**config.mk**
```make
export PLATFORM = sky130hd
export DESIGN_NAME = borrow_lookahead_sub_pipe
export DESIGN_NICKNAME = d
export VERILOG_FILES = /design/src/rtl/borrow_lookahead_sub_pipe.sv
export SDC_FILE = /design/constraint.sdc
export NUM_CORES = 1
export LEC_CHECK = 0
export BUFFER_PORTS_ARGS = -buffer_cell sky130_fd_sc_hd__clkbuf_2
export CAP_MARGIN = 20
export CORE_ASPECT_RATIO = 0.9
export CORE_MARGIN = 1
export CORE_UTILIZATION = 57
export DETAILED_ROUTE_END_ITERATION = 12
export GPL_ROUTABILITY_DRIVEN = 0
export GPL_TIMING_DRIVEN = 0
export PLACE_DENSITY = 0.79
export SLEW_MARGIN = 20
export SYNTH_ARGS = -nofsm -noshare
export SYNTH_HDL_FRONTEND = slang
export SYNTH_SLANG_ARGS = --single-unit
```
**constraint.sdc**
```tcl
create_clock -name clk -period 1.7 [get_ports clk]
set_input_delay 0.34 -clock clk [delete_from_list [all_inputs] [get_ports clk]]
set_output_delay 0.34 -clock clk [all_outputs]
set_load 0.005 [all_outputs]
```
**src/rtl/borrow_lookahead_sub_pipe.sv**
```systemverilog
// -----------------------------------------------------------------------------
// borrow_lookahead_sub_pipe
//
// Pipelined subtractor D = A - B - Bin (mod 2^n). The operands are split into
// n/g groups of g bits. Pipeline stage k resolves group k with a
// borrow-lookahead network and hands its group borrow-out to stage k+1.
// Each stage has a valid/ready handshake, so the pipeline accepts one beat per
// cycle, applies full backpressure, and lets bubbles collapse.
//
// Parameters
//   n  operand/result width (a multiple of g, and at least g)
//   g  lookahead group width, which is the number of bits resolved per stage
//
// Ports
//   clk        rising-edge clock
//   rst_n      asynchronous active-low reset
//   in_valid   operand beat valid
//   in_ready   pipeline can take a beat this cycle (combinational)
//   A, B       minuend / subtrahend
//   Bin        borrow-in
//   out_valid  result beat valid (registered)
//   out_ready  consumer takes the result beat
//   D          difference (registered)
//   Bout       unsigned borrow-out, 1 when A < B + Bin (registered)
//   V          signed overflow of A - B - Bin (registered)
// -----------------------------------------------------------------------------
module borrow_lookahead_sub_pipe #(
  parameter int n = 16,
  parameter int g = 4
) (
  input  logic         clk,
  input  logic         rst_n,
  input  logic         in_valid,
  output logic         in_ready,
  input  logic [n-1:0] A,
  input  logic [n-1:0] B,
  input  logic         Bin,
  output logic         out_valid,
  input  logic         out_ready,
  output logic [n-1:0] D,
  output logic         Bout,
  output logic         V
);

  localparam int L = n / g;

  // Subtracts one g-bit group. Returns {group borrow-out, g difference bits}.
  // Each bit's borrow-in is built as a flat sum of products over the generate
  // and propagate terms, not as a chain:
  //   b[i+1] = OR_j ( gen[j] & prop[j+1..i] )  |  ( bin & prop[0..i] )
  // This gives the same bits as the ripple recurrence b[i+1] = gen | prop & b[i].
  function automatic logic [g:0] group_sub(input logic [g-1:0] a,
                                           input logic [g-1:0] b,
                                           input logic         bin);
    logic [g-1:0] gen;
    logic [g-1:0] prop;
    logic [g:0]   bor;
    logic         term;
    gen  = ~a & b;
    prop = ~(a ^ b);
    bor  = '0;
    bor[0] = bin;
    for (int i = 0; i < g; i++) begin
      term = bin;
      for (int m = 0; m <= i; m++) term = term & prop[m];
      bor[i+1] = term;
      for (int j = 0; j <= i; j++) begin
        term = gen[j];
        for (int m = j + 1; m <= i; m++) term = term & prop[m];
        bor[i+1] = bor[i+1] | term;
      end
    end
    return {bor[g], a ^ b ^ bor[g-1:0]};
  endfunction

  logic [L-1:0] valid_vec;
  logic [L:0]   ready;

  // A stage can take a new beat when it is empty, or when its own beat moves
  // on during the same cycle. The chain therefore resolves from the output
  // side back toward the input.
  always_comb begin
    // NOTE: every variable written in always_comb gets a default first; a path
    // that skips the assignment would infer a latch.
    ready    = '0;
    ready[L] = out_ready;
    for (int k = L - 1; k >= 0; k--) ready[k] = ~valid_vec[k] | ready[k+1];
  end

  assign in_ready = ready[0];

  for (genvar k = 0; k < L; k++) begin : g_stage
    // Values presented to this stage by its upstream neighbour.
    logic         pv;
    logic [n-1:0] pa;
    logic [n-1:0] pb;
    logic [n-1:0] pd;
    logic         pbor;
    // Result of resolving group k.
    logic [g:0]   grp;
    logic [n-1:0] nd;
    // Stage registers.
    logic         valid_q;
    logic [n-1:0] a_q;
    logic [n-1:0] b_q;
    logic [n-1:0] d_q;
    logic         bor_q;

    if (k == 0) begin : g_src
      assign pv   = in_valid;
      assign pa   = A;
      assign pb   = B;
      assign pd   = '0;
      assign pbor = Bin;
    end else begin : g_src
      assign pv   = g_stage[k-1].valid_q;
      assign pa   = g_stage[k-1].a_q;
      assign pb   = g_stage[k-1].b_q;
      assign pd   = g_stage[k-1].d_q;
      assign pbor = g_stage[k-1].bor_q;
    end

    always_comb begin
      grp = group_sub(pa[k*g +: g], pb[k*g +: g], pbor);
      nd  = pd;
      nd[k*g +: g] = grp[g-1:0];
    end

    // When the stage is not ready, it holds its beat and keeps every field
    // unchanged. When it is ready but nothing arrives, it turns into a bubble
    // and its stale data stays put.
    always_ff @(posedge clk or negedge rst_n) begin
      // NOTE: the datapath registers are reset along with the valids, so the
      // outputs read zero as soon as reset asserts, not only once the valids clear.
      if (!rst_n) begin
        valid_q <= 1'b0;
        a_q     <= '0;
        b_q     <= '0;
        d_q     <= '0;
        bor_q   <= 1'b0;
      end else if (ready[k]) begin
        // NOTE: state updates use non-blocking assignments, so each stage
        // samples its neighbour's value from before the edge.
        valid_q <= pv;
        if (pv) begin
          a_q   <= pa;
          b_q   <= pb;
          d_q   <= nd;
          bor_q <= grp[g];
        end
      end
    end

    assign valid_vec[k] = valid_q;
  end

  // Overflow is formed while the last group resolves. This lets V come out of
  // a register, like D and Bout do.
  logic v_q;

  always_ff @(posedge clk or negedge rst_n) begin
    if (!rst_n) begin
      v_q <= 1'b0;
    end else if (ready[L-1] && g_stage[L-1].pv) begin
      v_q <= (g_stage[L-1].pa[n-1] ^ g_stage[L-1].pb[n-1]) &
             (g_stage[L-1].pa[n-1] ^ g_stage[L-1].nd[n-1]);
    end
  end

  assign out_valid = g_stage[L-1].valid_q;
  assign D         = g_stage[L-1].d_q;
  assign Bout      = g_stage[L-1].bor_q;
  assign V         = v_q;

  // The last stage has no downstream group, so its operand copies have no
  // reader. They are kept only so that every stage has the same structure.
  logic unused_tail;
  assign unused_tail = ^{g_stage[L-1].a_q, g_stage[L-1].b_q};

endmodule

```
# After elaboration in Yosys (flattened, before gate mapping)

Index checks and enable logic that the tools add are counted.

Bits in registers: 145
Output and inout bits: 20
Word-level logic and storage cells: 135

Reduce and logical (&&, ||, !) cells: 5
Bitwise operators: 111

Operators by type and width:

| kind                | number |
|---|---|
| OR 1 bit            | 44 |
| AND 1 bit           | 41 |
| NOT 4 bit           | 8 |
| XOR 4 bit           | 8 |
| AND 4 bit           | 4 |
| AND reduction 2 bit | 4 |
| NOT 1 bit           | 4 |
| XOR 1 bit           | 2 |
| logical AND 1 bit   | 1 |

# Logic depth before layout (Yosys ltp)

Depth after elaboration: 11
Depth in mapped cells: 7
Mapped depth without buffers: 7

# Worst setup path after synthesis

Ideal clock, no wire load.

Path type: flip-flop to flip-flop
Start point: register g_stage[1].a_q[8]
End point: register g_stage[2].bor_q
Cell stages (with the launch flop): 8
Path slack: 145 ps
Library setup time: 124 ps
Arrival: 1,431 ps
Required time: 1,576 ps
Buffers on the path: 0
Period minus slack after synthesis: 1,555 ps
Path through: dfrtp_1 -> inv_1 -> ha_1 -> ha_1 -> o21ai_0 -> a21oi_1 -> a211oi_1 -> nor2_1

Word-level cells in the longest chain between the ends: 10
Elaborated cells between the ends (all ways): 15

Ends and longest elaborated chain:

| element                  | line | text |
|---|---|---|
| start, declared          | 104  | `logic [n-1:0] a_q;` |
| start signal, assigned   | 146  | `a_q <= pa;` |
| XOR 4 bit                | 60   | `prop = ~(a ^ b);` |
| NOT 4 bit                | 60   |  |
| AND 1 bit (4 in series)  | 65   | `for (int m = 0; m <= i; m++) term = term & prop[m];` |
| OR 1 bit * (4 in series) | 70   | `bor[i+1] = bor[i+1] \| term;` |
| end signal, assigned     | 149  | `bor_q <= grp[g];` |
| end, declared            | 107  | `logic bor_q;` |

Mark *: on every way between the ends. The rest lies on a longest branch, timed or not.
A chain may end at the register's enable or synchronous reset.

# Worst setup path in the final report

Start point: register g_stage[2].a_q[12]
End point: register v_q, in the netlist V

Word-level cells in the longest chain between the ends: 11
Elaborated cells between the ends (all ways): 15

Ends and longest elaborated chain:

| element                  | line | text |
|---|---|---|
| start, declared          | 104  |  |
| start signal, assigned   | 146  |  |
| XOR 4 bit                | 60   |  |
| NOT 4 bit                | 60   |  |
| AND 1 bit (3 in series)  | 65   |  |
| OR 1 bit * (3 in series) | 70   |  |
| XOR 4 bit *              | 73   | `return {bor[g], a ^ b ^ bor[g-1:0]};` |
| XOR 1 bit *              | 166  | `(g_stage[L-1].pa[n-1] ^ g_stage[L-1].nd[n-1]);` |
| AND 1 bit *              | 165  | `v_q <= (g_stage[L-1].pa[n-1] ^ g_stage[L-1].pb[n-1]) &` |
| end signal, assigned     | 165  |  |
| end, declared            | 159  | `logic v_q;` |

Marked as above.

==> metrics.md <==
| Metric | Value |
|---|---|
| Setup Crit Path Kind | `reg2reg` |
| Internal | `5.04 mW` |
| CP required | `1.98 ns` |
| Seq/Total Area, Yosys | `57.1%` |
| Wire per inst | `14.6 um` |
| Clk_skew | `0.00952 ns` |
| Register bit total from synthesis | `97` |
| DP Wirelength | `5.00 mm` |
| Setup crit end kind | `register` |
| Hold_buf cts | `0` |
| RSZ-0062 raised after global routing | `yes` |
| Clk root buf | `clkbuf_8` |
| Total core area | `7150 um2` |
| Average cell area after synthesis | `13.6 um2` |
| Setup Viol. Count Final | `0` |
| Multi-input gate area | `1690 um2` |
| Vias in the first global route | `2481` |
| Startpoint Class | `register` |
| Fin. Hold Viols | `0` |
| Die X | `93.0 um` |
| Worst VDD drop | `0.000661 V` |
| ANT nets after route | `0` |
| Worst-path fanout max | `3` |
| Min Tclk post-route | `1.64 ns` |
| Part of the power in registers | `48.0%` |
| Register area | `2430 um2` |
| Worst slew pin tran | `0.726 ns` |
| CTS tree | `yes` |
| Synth-to-layout area growth | `16.2%` |
| Setup ws final | `0.0649 ns` |
| Overflow after GRT | `0` |
| Router iterations before antenna repair | `4` |
| Antenna violations before repair | `0` |
| Global-route wire length before repair | `11.7 mm` |
| Fmax achieved | `612 MHz` |
| Slew margin rel. | `51.6%` |
| CTS clk-pin slew, worst paths | `0.10 ns` |
| Placed cells | `461` |
| Crit path top cell by count | `ha_1` |
| Fill cells | `525` |
| Largest net degree at the start of global routing | `98` |
| Total wire length | `7.07 mm` |
| Slowest CP cell | `dfrtp_1` |
| Worst slack at placement | `-0.0682 ns` |
| Sw Ratio | `31.5%` |
| Final Hold Slack | `0.0517 ns` |
| CTS max path bufs | `2` |
| Critical path's largest stage delay | `0.38 ns` |
| Clk_lat worst skew | `0.36 ns` |
| Hold Crit Class | `in2async` |
| NumNets Final | `446` |
| # clock sinks | `97` |
| CTS H-tree lvls | `3` |
| Post-synth EDFFs | `0` |
| Share of synthesized registers carrying an async set or reset | `100%` |
| Die area | `7810 um2` |
| Max-slew violation count | `0` |
| Initial Utilization | `59.5%` |
| Max_cap viols | `0` |
| Die H | `83.9 um` |
| Clk pwr share | `20.6%` |
| # DRC | `0` |
| DR vias | `2505` |
| Post-synthesis cell area | `4250 um2` |
| Mean number of vias per cell | `5.19` |
| Power per Cell Area | `1490 nW/um2` |
| Final worst path period share | `96.2%` |
| PortBufs | `56` |
| Yosys warnings | `0` |
| DRC marker count from the first detailed-route iteration | `99` |
| Diodes inserted | `0` |
| Cells after Synth | `312` |
| Share of power burned in combinational logic | `31.4%` |
| Post-synth cell types | `25` |
| Total GRT Usage | `19.9%` |
| Syn_nets | `373` |
| Post-route insts no fill | `483` |
| CTS buffer count | `9` |
| P_sw | `2.31 mW` |
| Synth Flop Type | `dfrtp_1` |
| Row cnt | `29` |
| Layout cell share with drive strength beyond 1 | `43.8%` |
| Static Leak | `2.35 nW` |
| Worst Path Arrival | `1.91 ns` |
| Status | `finished clean` |
| CP Cell Sequence | `inv_2 -> ha_1 -> ha_1 -> o211ai_1 -> nand2_2 -> xnor2_1 -> o31ai_1` |
| IO Count | `57` |
metrics by stage:
stage          TNS, ns  area [um2]  power [mW]  util [%]
3_5_place_dp   -0.0932        4660        5.80      65.1
2_1_floorplan        0        4250        5.04         -
4_1_cts              0        4910        7.39      68.7
6_report             0        4940        7.36      69.1
3_3_place_gp    -82.19        4650        5.63      65.0
5_1_grt        -0.0262        4940        7.82      69.1
layout make-up:
cell class              instances  area share [%]
well taps                      93            2.36
clock buffers                   9            2.51
flip-flops and latches         97            49.1
repair buffers                 62            6.76
clock inverters                 7            1.62
inverters                      23            1.75
plain buffers                  10            1.57
multi-input cells             182            34.3
Yosys cell counts (4+ instances only):
cell	n	share of area (%)
xor2_1	5	1.0
nand2_1	21	1.9
fa_1	4	1.9
nor2_1	7	0.62
ha_1	20	5.9
mux2_2	75	20
inv_1	23	2.0
nand2b_1	4	0.59
dfrtp_1	97	57
a211oi_1	4	0.71
o21ai_0	14	1.6
xnor2_1	8	1.6
a21oi_1	8	0.94
power groups by stage:
stage	registers (mW)	clock network [mW]	logic (mW)
2_1_floorplan	3.45	0	1.59
3_3_place_gp	3.53	0	2.09
3_5_place_dp	3.59	0	2.22
4_1_cts	3.54	1.55	2.29
5_1_grt	3.63	1.64	2.56
6_report	3.53	1.52	2.31
logic make-up after synthesis:
kind of cell             synth area share, %
flip-flops                              57.1
multiplexers                            19.9
AND/OR/NAND/NOR                         3.88
AO/OA/AOI/OAI                           4.91
buffers and inverters                   3.80
adder cells (fa/ha/maj)                 7.77
XOR/XNOR                                2.68
worst max-delay path, delay by kind of cell, from the launching register on:
family / cells / cell delay (ns)
adders and majority gates: 2 / 0.49
DFF: 1 / 0.38
AOI/OAI and AO/OA: 2 / 0.37
xor gates and xnor gates: 1 / 0.14
and+or+nand+nor: 1 / 0.11
buffers and inverters: 1 / 0.06
registers in the layout, summed over array words and instances, names as in the netlist:
name and count:
Bout 1, D 16, V 1, g_stage.a_q 24, g_stage.b_q 24, g_stage.bor_q 3
g_stage.d_q 24, g_stage.valid_q 3, out_valid 1
layer usage:
metal  vias up  track usage (%)  wire length (um)
li1       1205                -                 -
met1      1239             27.6              3380
met2        47             30.8              3310
met3        14             3.10               236
met4         0             9.37               148
met5         -                0                 0
placed cells by master (no fill, tap or decap), drive strengths merged:
master / n
o211ai: 3
or2: 1
inv: 24
buf: 14
ha: 20
clkbuf: 67
xor2: 5
a211oi: 4
mux2: 75
nand4b: 1
nand2: 21
o31ai: 1
nand2b: 4
o21a: 3
nor2: 7
o21ai: 15
dfrtp: 97
bufinv: 1
nor2b: 1
nand3b: 1
clkinv: 3
xnor2: 8
fa: 4
clkinvlp: 2
a21oi: 8
final timing paths:
| check | startpoint | end | slack (ns) | cells past startpoint |
|---|---|---|---|---|
| max | g_stage[2].a_q[12] | V | 0.06 | 7 |
| min | rst_n | g_stage[1].a_q[12] | 0.05 | 1 |
| max reg2reg | g_stage[2].a_q[12] | V | 0.06 | 7 |
| min reg2reg | g_stage[0].d_q[2] | g_stage[0].d_q[2] | 0.49 | 2 |
| max in group asynchronous | rst_n | g_stage[1].a_q[14] | 1.17 | 1 |
| min in group clk | A[10] | g_stage[0].a_q[10] | 0.20 | 2 |
repair_timing:
| action | in CTS | in global routing |
|---|---|---|
| pin swaps | 0 | 3 |
| endpoints found under the setup margin | 4 | 14 |
| resized for setup | 5 | 6 |
| buffers inserted | 3 | 3 |
Power figures use the tool's default switching activity.
